### src/rtl/i4004_fetch.sv
// i4004_fetch
//   CPU-side bus sequencer of the MCS-4 core. Runs the 8-phase instruction
//   cycle (A1 A2 A3 M1 M2 X1 X2 X3), drives the PC onto the shared nibble
//   bus, fetches OPR/OPA and handles the two-word JUN, SRC chip select
//   and WRR/RDR ROM port I/O.
//
//   Handshake: there is no valid/ready back-pressure. instr_vld is a
//   one-cycle strobe in X1 and io_rdata_vld a one-cycle strobe in X3; the
//   consumer must take the data in that cycle.
//
// Ports
//   clk, rst          core clock (one bus phase per cycle), async active-high reset
//   dbus_in           wired-OR of all chip bus nibbles
//   dbus_out/dbus_oe  CPU bus nibble and ownership flag
//   sync              high in X3; the next cycle is A1
//   cm_rom, cl_rom    ROM command line and ROM I/O clear
//   instr_vld,opr,opa decoded instruction handed to the execute unit
//   src_addr, acc_in  SRC register pair / WRR accumulator, sampled in X1
//   io_rdata(_vld)    RDR result
//   pc                current instruction address
module i4004_fetch #(
  parameter logic [11:0] RESET_PC = 12'h000
) (
  input  logic        clk,
  input  logic        rst,
  input  logic [3:0]  dbus_in,
  output logic [3:0]  dbus_out,
  output logic        dbus_oe,
  output logic        sync,
  output logic        cm_rom,
  output logic        cl_rom,
  output logic        instr_vld,
  output logic [3:0]  opr,
  output logic [3:0]  opa,
  input  logic [7:0]  src_addr,
  input  logic [3:0]  acc_in,
  output logic [3:0]  io_rdata,
  output logic        io_rdata_vld,
  output logic [11:0] pc
);

  typedef enum logic [2:0] {
    PH_A1 = 3'd0, PH_A2 = 3'd1, PH_A3 = 3'd2, PH_M1 = 3'd3,
    PH_M2 = 3'd4, PH_X1 = 3'd5, PH_X2 = 3'd6, PH_X3 = 3'd7
  } phase_e;

  phase_e      phase_q, phase_d;
  logic [11:0] pc_q, pc_d;
  logic [3:0]  opr_q, opr_d;
  logic [3:0]  opa_q, opa_d;
  logic [7:0]  hold_q, hold_d;       // second word of JUN
  logic        jun_pend_q, jun_pend_d;
  logic        src_pend_q, src_pend_d;
  logic        wrr_pend_q, wrr_pend_d;
  logic        rdr_pend_q, rdr_pend_d;
  logic [7:0]  arg_q, arg_d;         // src_addr, or {0, acc_in} for WRR
  logic [3:0]  io_rdata_q, io_rdata_d;
  logic        cl_rom_q, cl_rom_d;

  always_ff @(posedge clk or posedge rst) begin
    if (rst) begin
      phase_q    <= PH_X3;
      pc_q       <= RESET_PC;
      opr_q      <= 4'h0;
      opa_q      <= 4'h0;
      hold_q     <= 8'h00;
      jun_pend_q <= 1'b0;
      src_pend_q <= 1'b0;
      wrr_pend_q <= 1'b0;
      rdr_pend_q <= 1'b0;
      arg_q      <= 8'h00;
      io_rdata_q <= 4'h0;
      cl_rom_q   <= 1'b1;
    end else begin
      phase_q    <= phase_d;
      pc_q       <= pc_d;
      opr_q      <= opr_d;
      opa_q      <= opa_d;
      hold_q     <= hold_d;
      jun_pend_q <= jun_pend_d;
      src_pend_q <= src_pend_d;
      wrr_pend_q <= wrr_pend_d;
      rdr_pend_q <= rdr_pend_d;
      arg_q      <= arg_d;
      io_rdata_q <= io_rdata_d;
      cl_rom_q   <= cl_rom_d;
    end
  end

  // Next-state logic
  always_comb begin
    phase_d    = phase_e'(phase_q + 3'd1);  // X3 wraps to A1
    pc_d       = pc_q;
    opr_d      = opr_q;
    opa_d      = opa_q;
    hold_d     = hold_q;
    jun_pend_d = jun_pend_q;
    src_pend_d = src_pend_q;
    wrr_pend_d = wrr_pend_q;
    rdr_pend_d = rdr_pend_q;
    arg_d      = arg_q;
    io_rdata_d = io_rdata_q;
    cl_rom_d   = 1'b0;
    case (phase_q)
      PH_M1: begin
        if (jun_pend_q) hold_d[7:4] = dbus_in;
        else            opr_d       = dbus_in;
      end
      PH_M2: begin
        if (jun_pend_q) hold_d[3:0] = dbus_in;
        else            opa_d       = dbus_in;
      end
      PH_X1: begin
        if (jun_pend_q) begin
          // opa still holds the first JUN word's low nibble
          pc_d       = {opa_q, hold_q};
          jun_pend_d = 1'b0;
        end else begin
          pc_d       = pc_q + 12'd1;
          jun_pend_d = (opr_q == 4'h4);
          src_pend_d = (opr_q == 4'h2) && opa_q[0];
          wrr_pend_d = (opr_q == 4'hE) && (opa_q == 4'h0);
          rdr_pend_d = (opr_q == 4'hE) && (opa_q == 4'hA);
          arg_d      = (opr_q == 4'hE) ? {4'h0, acc_in} : src_addr;
        end
      end
      PH_X2: begin
        if (rdr_pend_q) io_rdata_d = dbus_in;
      end
      PH_X3: begin
        src_pend_d = 1'b0;
        wrr_pend_d = 1'b0;
        rdr_pend_d = 1'b0;
      end
      default: ;
    endcase
  end

  // Bus outputs, decoded from the registered phase and pending flags
  always_comb begin
    dbus_oe  = 1'b0;
    dbus_out = 4'h0;
    cm_rom   = 1'b0;
    case (phase_q)
      PH_A1: begin dbus_oe = 1'b1; dbus_out = pc_q[3:0];  end
      PH_A2: begin dbus_oe = 1'b1; dbus_out = pc_q[7:4];  end
      PH_A3: begin dbus_oe = 1'b1; dbus_out = pc_q[11:8]; end
      PH_M2: cm_rom = (opr_q == 4'hE) && !jun_pend_q;
      PH_X2: begin
        if (src_pend_q) begin
          dbus_oe  = 1'b1;
          dbus_out = arg_q[7:4];
          cm_rom   = 1'b1;
        end else if (wrr_pend_q) begin
          dbus_oe  = 1'b1;
          dbus_out = arg_q[3:0];
        end
      end
      PH_X3: begin
        if (src_pend_q) begin
          dbus_oe  = 1'b1;
          dbus_out = arg_q[3:0];
        end
      end
      default: ;
    endcase
  end

  assign sync         = (phase_q == PH_X3);
  assign instr_vld    = (phase_q == PH_X1) && !jun_pend_q;
  assign io_rdata_vld = (phase_q == PH_X3) && rdr_pend_q;
  assign opr          = opr_q;
  assign opa          = opa_q;
  assign pc           = pc_q;
  assign io_rdata     = io_rdata_q;
  assign cl_rom       = cl_rom_q;

endmodule

### config.mk
export PLATFORM = sky130hd
export DESIGN_NAME = i4004_fetch
export DESIGN_NICKNAME = d
export VERILOG_FILES = /design/src/rtl/i4004_fetch.sv
export SDC_FILE = /design/constraint.sdc
export NUM_CORES = 1
export LEC_CHECK = 0
export BUFFER_PORTS_ARGS = -buffer_cell sky130_fd_sc_hd__buf_2
export CORE_MARGIN = 4
export CORE_UTILIZATION = 51
export CTS_BUF_LIST = sky130_fd_sc_hd__clkbuf_8
export CTS_CLUSTER_SIZE = 40
export DETAILED_ROUTE_END_ITERATION = 6
export GPL_TIMING_DRIVEN = 1
export PLACE_DENSITY = 0.75
export SLEW_MARGIN = 5
export SYNTH_ARGS = -nofsm -noshare
export SYNTH_HDL_FRONTEND = slang
export SYNTH_SLANG_ARGS = --single-unit
### constraint.sdc
create_clock -name clk -period 4.1 [get_ports clk]
set_input_delay 1.23 -clock clk [delete_from_list [all_inputs] [get_ports clk]]
set_output_delay 1.23 -clock clk [all_outputs]
set_load 0.1 [all_outputs]
==> out/qor.csv, run 1 <==
metric,value,unit
outcome,"complete, but fails checks",
violations,DRC,
cts_num_sinks,48,
n_fill_cell,366,
core,4470,µm²
finalHoldViolCount,0,
dp_slack,954,ps
rsz0062_at_grt,false,
ant_nets,0,
r2r_cells,5,
syn_avg_cell_area,10.8,µm²
final-setup-viol-count,0,
cts-root-buf,clkbuf_8,
critPathCapture,dbus_out[0],
hold_buffers,0,
die_area,5920,µm²
cp.arrival,2270,ps
netlist.area_leader.share,0.454,
reg2reg_to,pc[11],
die_y,76.9,µm
clkLatencyLatePin,300,ps
drv_cap,0,
cts_made_buffers,5,
crit_type,reg2out,
antenna_found_initial,0,
required,2870,ps
r2r-start,phase_q[0],
crit_chain,ha_1 -> nand3_1 -> o21ai_0 -> a221o_1 -> buf_2,
vias,1986,
ys_ff_latch,48,
netlist_instances,224,
crit_path_end_kind,output pin,
async_reset_ff_frac,1.00,
syn_area,2420,µm²
ioPinCount,52,
dr.pass1.iters,7,
initial_core_util,0.542,
finalClockSkew,8.25,ps
min_from,arg_q[0],
cts_tree,built,
ys_top_cells_by_count,"44 x dfrtp_1, 20 x mux2_2, 19 x nand2_1",
timing.final.ws_setup,598,ps
p_leak,1.31,nW
yosysSeqAreaShare,0.498,
cts_resized,0,
fp-row-count,24,
ys_types,34,
tightest_slew,977,ps
placed_area,2720,µm²
diodes,0,
grt_max_degree,49,
yosys_warnings,0,
total_power,1.00,mW
fin_crit_sh,0.854,
route.detailed.wl_per_inst,17.2,µm
drc,3,
fp.dieW,76.9,µm
powerDensity,355,nW/µm²
critPathLaunch,phase_q[1],
slowest_stage,dfstp_2,
routed_wl,5620,µm
slowest_delay,560,ps
post_cts_buffers,0,
track_usage,0.200,
hpwl,4120,µm
rrSetupSlack,2030,ps
grt_pass1_wl,9490,µm
syn_to_final_growth,16.4,%
synth_most_common_cell,dfrtp_1,
first_global_vias,1865,
final_area,2820,µm²
synthTopCellsByArea,"dfrtp_1 45%, mux2_2 9.3%, mux2i_1 4.5%",
worstHoldPathType,reg2reg,
layout-drive-gt1-share,0.343,
io_buffers,51,
multi_input_area,1150,µm²
peakVddDrop,0.299,mV
min_period,3500,ps
synth-edff-count,0,
viasPerCell,6.09,
synth_nets,249,
gr-total-overflow,0,
path_clk_slew,90,ps
clockBufferDepth,2,
yosys.area.top_type,dfrtp_1,
synthFlopType,dfrtp_1,
slew_headroom,0.347,
regArea,1210,µm²
path_max_fanout,10,
nets,298,
max_freq,286,MHz
maxSlewViolCount,0,
fin_cells,326,
start_kind,flip-flop,
gp_congestion,0.793,
placed_cells,318,
finalSetupTns,0,ps
htreeDepth,2,
drt_iter0_drc,295,
==> state kept, by name, indices dropped and copies added (netlist names), 3 cells and up <==
signal and cells:
pc 12, hold_q 8, opr 4, opa 4
phase_q 3, arg_q 8, io_rdata 4
==> area by class of cell <==
cell class	instances	area share
clock inverters	2	0.00532
inverters	9	0.0120
clock buffers	6	0.0293
flip-flops and latches	48	0.428
multi-input cells	157	0.409
well taps	52	0.0231
repair buffers	52	0.0932
==> routing by layer <==
metal  vias to the layer above  wire, µm  track usage  share of wire
met1                       956      2580        0.289           0.46
met4                         0        81       0.0743          0.014
met5                         -         0            0              0
met3                        10       379       0.0433          0.067
li1                        939         -            -              -
met2                        81      2580        0.294           0.46
==> worst min path at each step <==
stage | end | slack (ps) | cells past startpoint
detailed placement | arg_q[0] | 490 | 2
finish | arg_q[0] | 500 | 2
global route | phase_q[0] | 540 | 1
CTS | arg_q[0] | 500 | 2
global placement | phase_q[0] | 480 | 1
floorplan | arg_q[0] | 450 | 2
==> power breakdown <==
group | leakage, nW | total (mW) | internal (mW) | switching (mW)
logic | 0.685 | 0.170 | 0.0409 | 0.129
registers | 0.579 | 0.534 | 0.503 | 0.0308
clock network | 0.0434 | 0.297 | 0.137 | 0.161
==> through the flow <==
stage                      util  hold WS (ps)
after detailed placement  0.609           485
after floorplan               -           450
final                     0.630           496
after global placement    0.609           484
after CTS                 0.630           503
after global routing      0.630           539
==> logic make-up (layout without fill, tap and decap cells) <==
logic type               count (synthesis)  in the layout  synth area share
AO/OA/AOI/OAI                           50             50             0.138
adder cells (fa/ha/maj)                  7              7            0.0361
buffers and inverters                   19             69            0.0310
flip-flops                              48             48             0.498
multiplexers                            31             31             0.138
other                                    1              1           0.00155
AND/OR/NAND/NOR                         68             68             0.157
==> worst max-delay path: cells and delay by family, from the launching register on <==
kind,cells,cell delay (ps)
DFF,1,560
AOI/OAI and AO/OA,2,440
buffers and inverters,1,420
adders and majority gates,1,370
and+or+nand+nor,1,160
==> cells in the final DEF, fill, tap and decap left out, types with 5 or more instances in the layout <==
master,synthesis,final
a21oi_1,15,15
a22o_1,5,5
and3_1,5,5
buf_2,3,51
clkbuf_8,0,6
dfrtp_1,44,44
ha_1,7,7
inv_1,9,8
mux2_2,20,20
mux2i_1,11,11
nand2_1,19,19
nand3_1,13,13
nor2_1,9,9
nor3_1,5,5
o21ai_0,9,9
o22ai_1,8,8
(Power assumes the default switching activity.)
==> run 2, diff against run 1 <==
PLACE_DENSITY = default   (was 0.75)
PLACE_DENSITY_LB_ADDON = 0.05   (was default)
==> run 2 against run 1 <==
Effect of this change:
- total power increased by 0.43%
- critical path depth unchanged
- sequential share of layout area stayed put
- highest routed layer unchanged
- first-iteration DRC count decreased by 8.1%
- die area unchanged
- setup slack better by 28 ps
- hold slack gained 15 ps
- critical endpoint is now instr_vld
- the run now ends clean
- final area unchanged
- largest power group unchanged
- cell count did not move
- combinational power is essentially flat
- fmax up 0.82%
==> out/qor.csv, run 2 (synthesis gave the netlist of run 1 again) <==
metric,value,unit,change
fp-row-count,24,,unchanged
route.detailed.wl_per_inst,18.3,µm,+6.2%
critPathLaunch,phase_q[0],,
fin_crit_sh,0.847,,-0.00694
fp.dieW,76.9,µm,unchanged
diodes,0,,unchanged
multi_input_area,1150,µm²,unchanged
n_fill_cell,399,,+9.0%
p_leak,1.31,nW,unchanged
hold_buffers,0,,unchanged
finish.utilization,0.630,,unchanged
cp.arrival,2240,ps,-30 ps
path_max_fanout,21,,+11
die_y,76.9,µm,unchanged
vias,1917,,-3.5%
finalClockSkew,7.98,ps,-0.268 ps
grt_max_degree,49,,unchanged
ioPinCount,52,,unchanged
cts_made_buffers,5,,unchanged
gp_congestion,0.886,,+12%
path_clk_slew,90,ps,about the same
largest_reg_flops,12,,unchanged
critPathCapture,instr_vld,,
routed_wl,5970,µm,+6.2%
powerDensity,356,nW/µm²,+0.43%
maxSlewViolCount,0,,unchanged
slew_headroom,0.347,,-0.000370
cts_tree,built,,
drt_iter0_drc,271,,-8.1%
antenna_found_initial,0,,unchanged
clockBufferDepth,2,,unchanged
min_period,3470,ps,-28.5 ps
htreeDepth,2,,unchanged
crit_path_end_kind,output pin,,
drc,0,,-3
dr.pass1.iters,4,,-3
post_cts_buffers,0,,unchanged
cts_resized,0,,unchanged
core,4470,µm²,unchanged
r2r-start,phase_q[0],,
r2r_cells,5,,unchanged
cts-root-buf,clkbuf_8,,
reg2reg_to,pc[9],,
ant_nets,0,,unchanged
rsz0062_at_grt,false,,
finalSetupTns,0,ps,unchanged
layout_common_cells,"51 x buf_2, 44 x dfrtp_1, 20 x mux2_2",,
start_kind,flip-flop,,
syn_to_final_growth,16.4,%,unchanged
hpwl,4380,µm,+6.2%
finalHoldViolCount,0,,unchanged
initial_core_util,0.542,,unchanged
gr-total-overflow,0,,unchanged
io_buffers,51,,unchanged
mostFrequentLayoutCell,buf_2,,
drv_cap,0,,unchanged
tightest_slew,978,ps,+0.555 ps
worstHoldPathType,reg2reg,,
viasPerCell,5.88,,-3.5%
crit_type,reg2out,,
die_area,5920,µm²,unchanged
clkLatencyLatePin,300,ps,about the same
rrSetupSlack,2020,ps,about the same
outcome,completed,,
peakVddDrop,0.270,mV,-9.9%
first_global_vias,1901,,+1.9%
max_freq,288,MHz,+0.82%
required,2870,ps,about the same
track_usage,0.215,,+0.0148
final-setup-viol-count,0,,unchanged
regArea,1210,µm²,unchanged
cts_num_sinks,48,,unchanged
nets,298,,unchanged
grt_pass1_wl,9980,µm,+5.2%
layout-drive-gt1-share,0.343,,unchanged
## run 2: worst min-delay path by stage
stage,startpoint,endpoint,cells past startpoint
6_report,io_rdata[2],io_rdata[2],1
2_1_floorplan,arg_q[0],arg_q[0],2
5_1_grt,arg_q[2],arg_q[2],2
3_5_place_dp,arg_q[3],arg_q[3],2
3_3_place_gp,arg_q[2],arg_q[2],2
4_1_cts,arg_q[3],arg_q[3],2
## run 2: metrics by stage
| stage | power [mW] | hold slack [ps] | worst slack, ps | cells | instance area, µm² |
|---|---|---|---|---|---|
| after CTS | 1.02 | 512 | 631 | 326 | 2820 |
| after detailed placement | 0.714 | 491 | 971 | 318 | 2720 |
| after floorplan | 0.670 | 450 | 0.0706 | 224 | 2440 |
| final | 1.00 | 511 | 626 | 326 | 2820 |
| after global placement | 0.712 | 477 | 1010 | 318 | 2720 |
| after global routing | 1.05 | 537 | 461 | 326 | 2820 |
## run 2: final cells by class
cell class	instances	share of cell area
sequential	48	0.428
timing repair buffer	52	0.0932
multi-input combinational	157	0.409
clock buffer	6	0.0293
clock inverter	2	0.00532
inverter	9	0.0120
tap	52	0.0231
## run 2: worst max-delay path, cell delays in order, from the launching register on
cell     delay (ps)
dfstp_2         560
ha_1            290
and2_4          320
nand2_2         220
inv_1           120
buf_2           430
## run 2: routing by layer
| metal | routed length (µm) | GRT usage | vias to the layer above |
|---|---|---|---|
| met1 | 2810 | 0.325 | 914 |
| met5 | 0 | 0 | - |
| met3 | 358 | 0.0433 | 7 |
| li1 | - | - | 929 |
| met2 | 2740 | 0.311 | 67 |
| met4 | 67 | 0.0634 | 0 |
## run 2: power by group
part	switching (mW)	total, mW	internal [mW]	leakage [nW]
Combinational	0.130	0.171	0.0410	0.685
Clock	0.164	0.301	0.137	0.0434
Sequential	0.0306	0.534	0.503	0.579
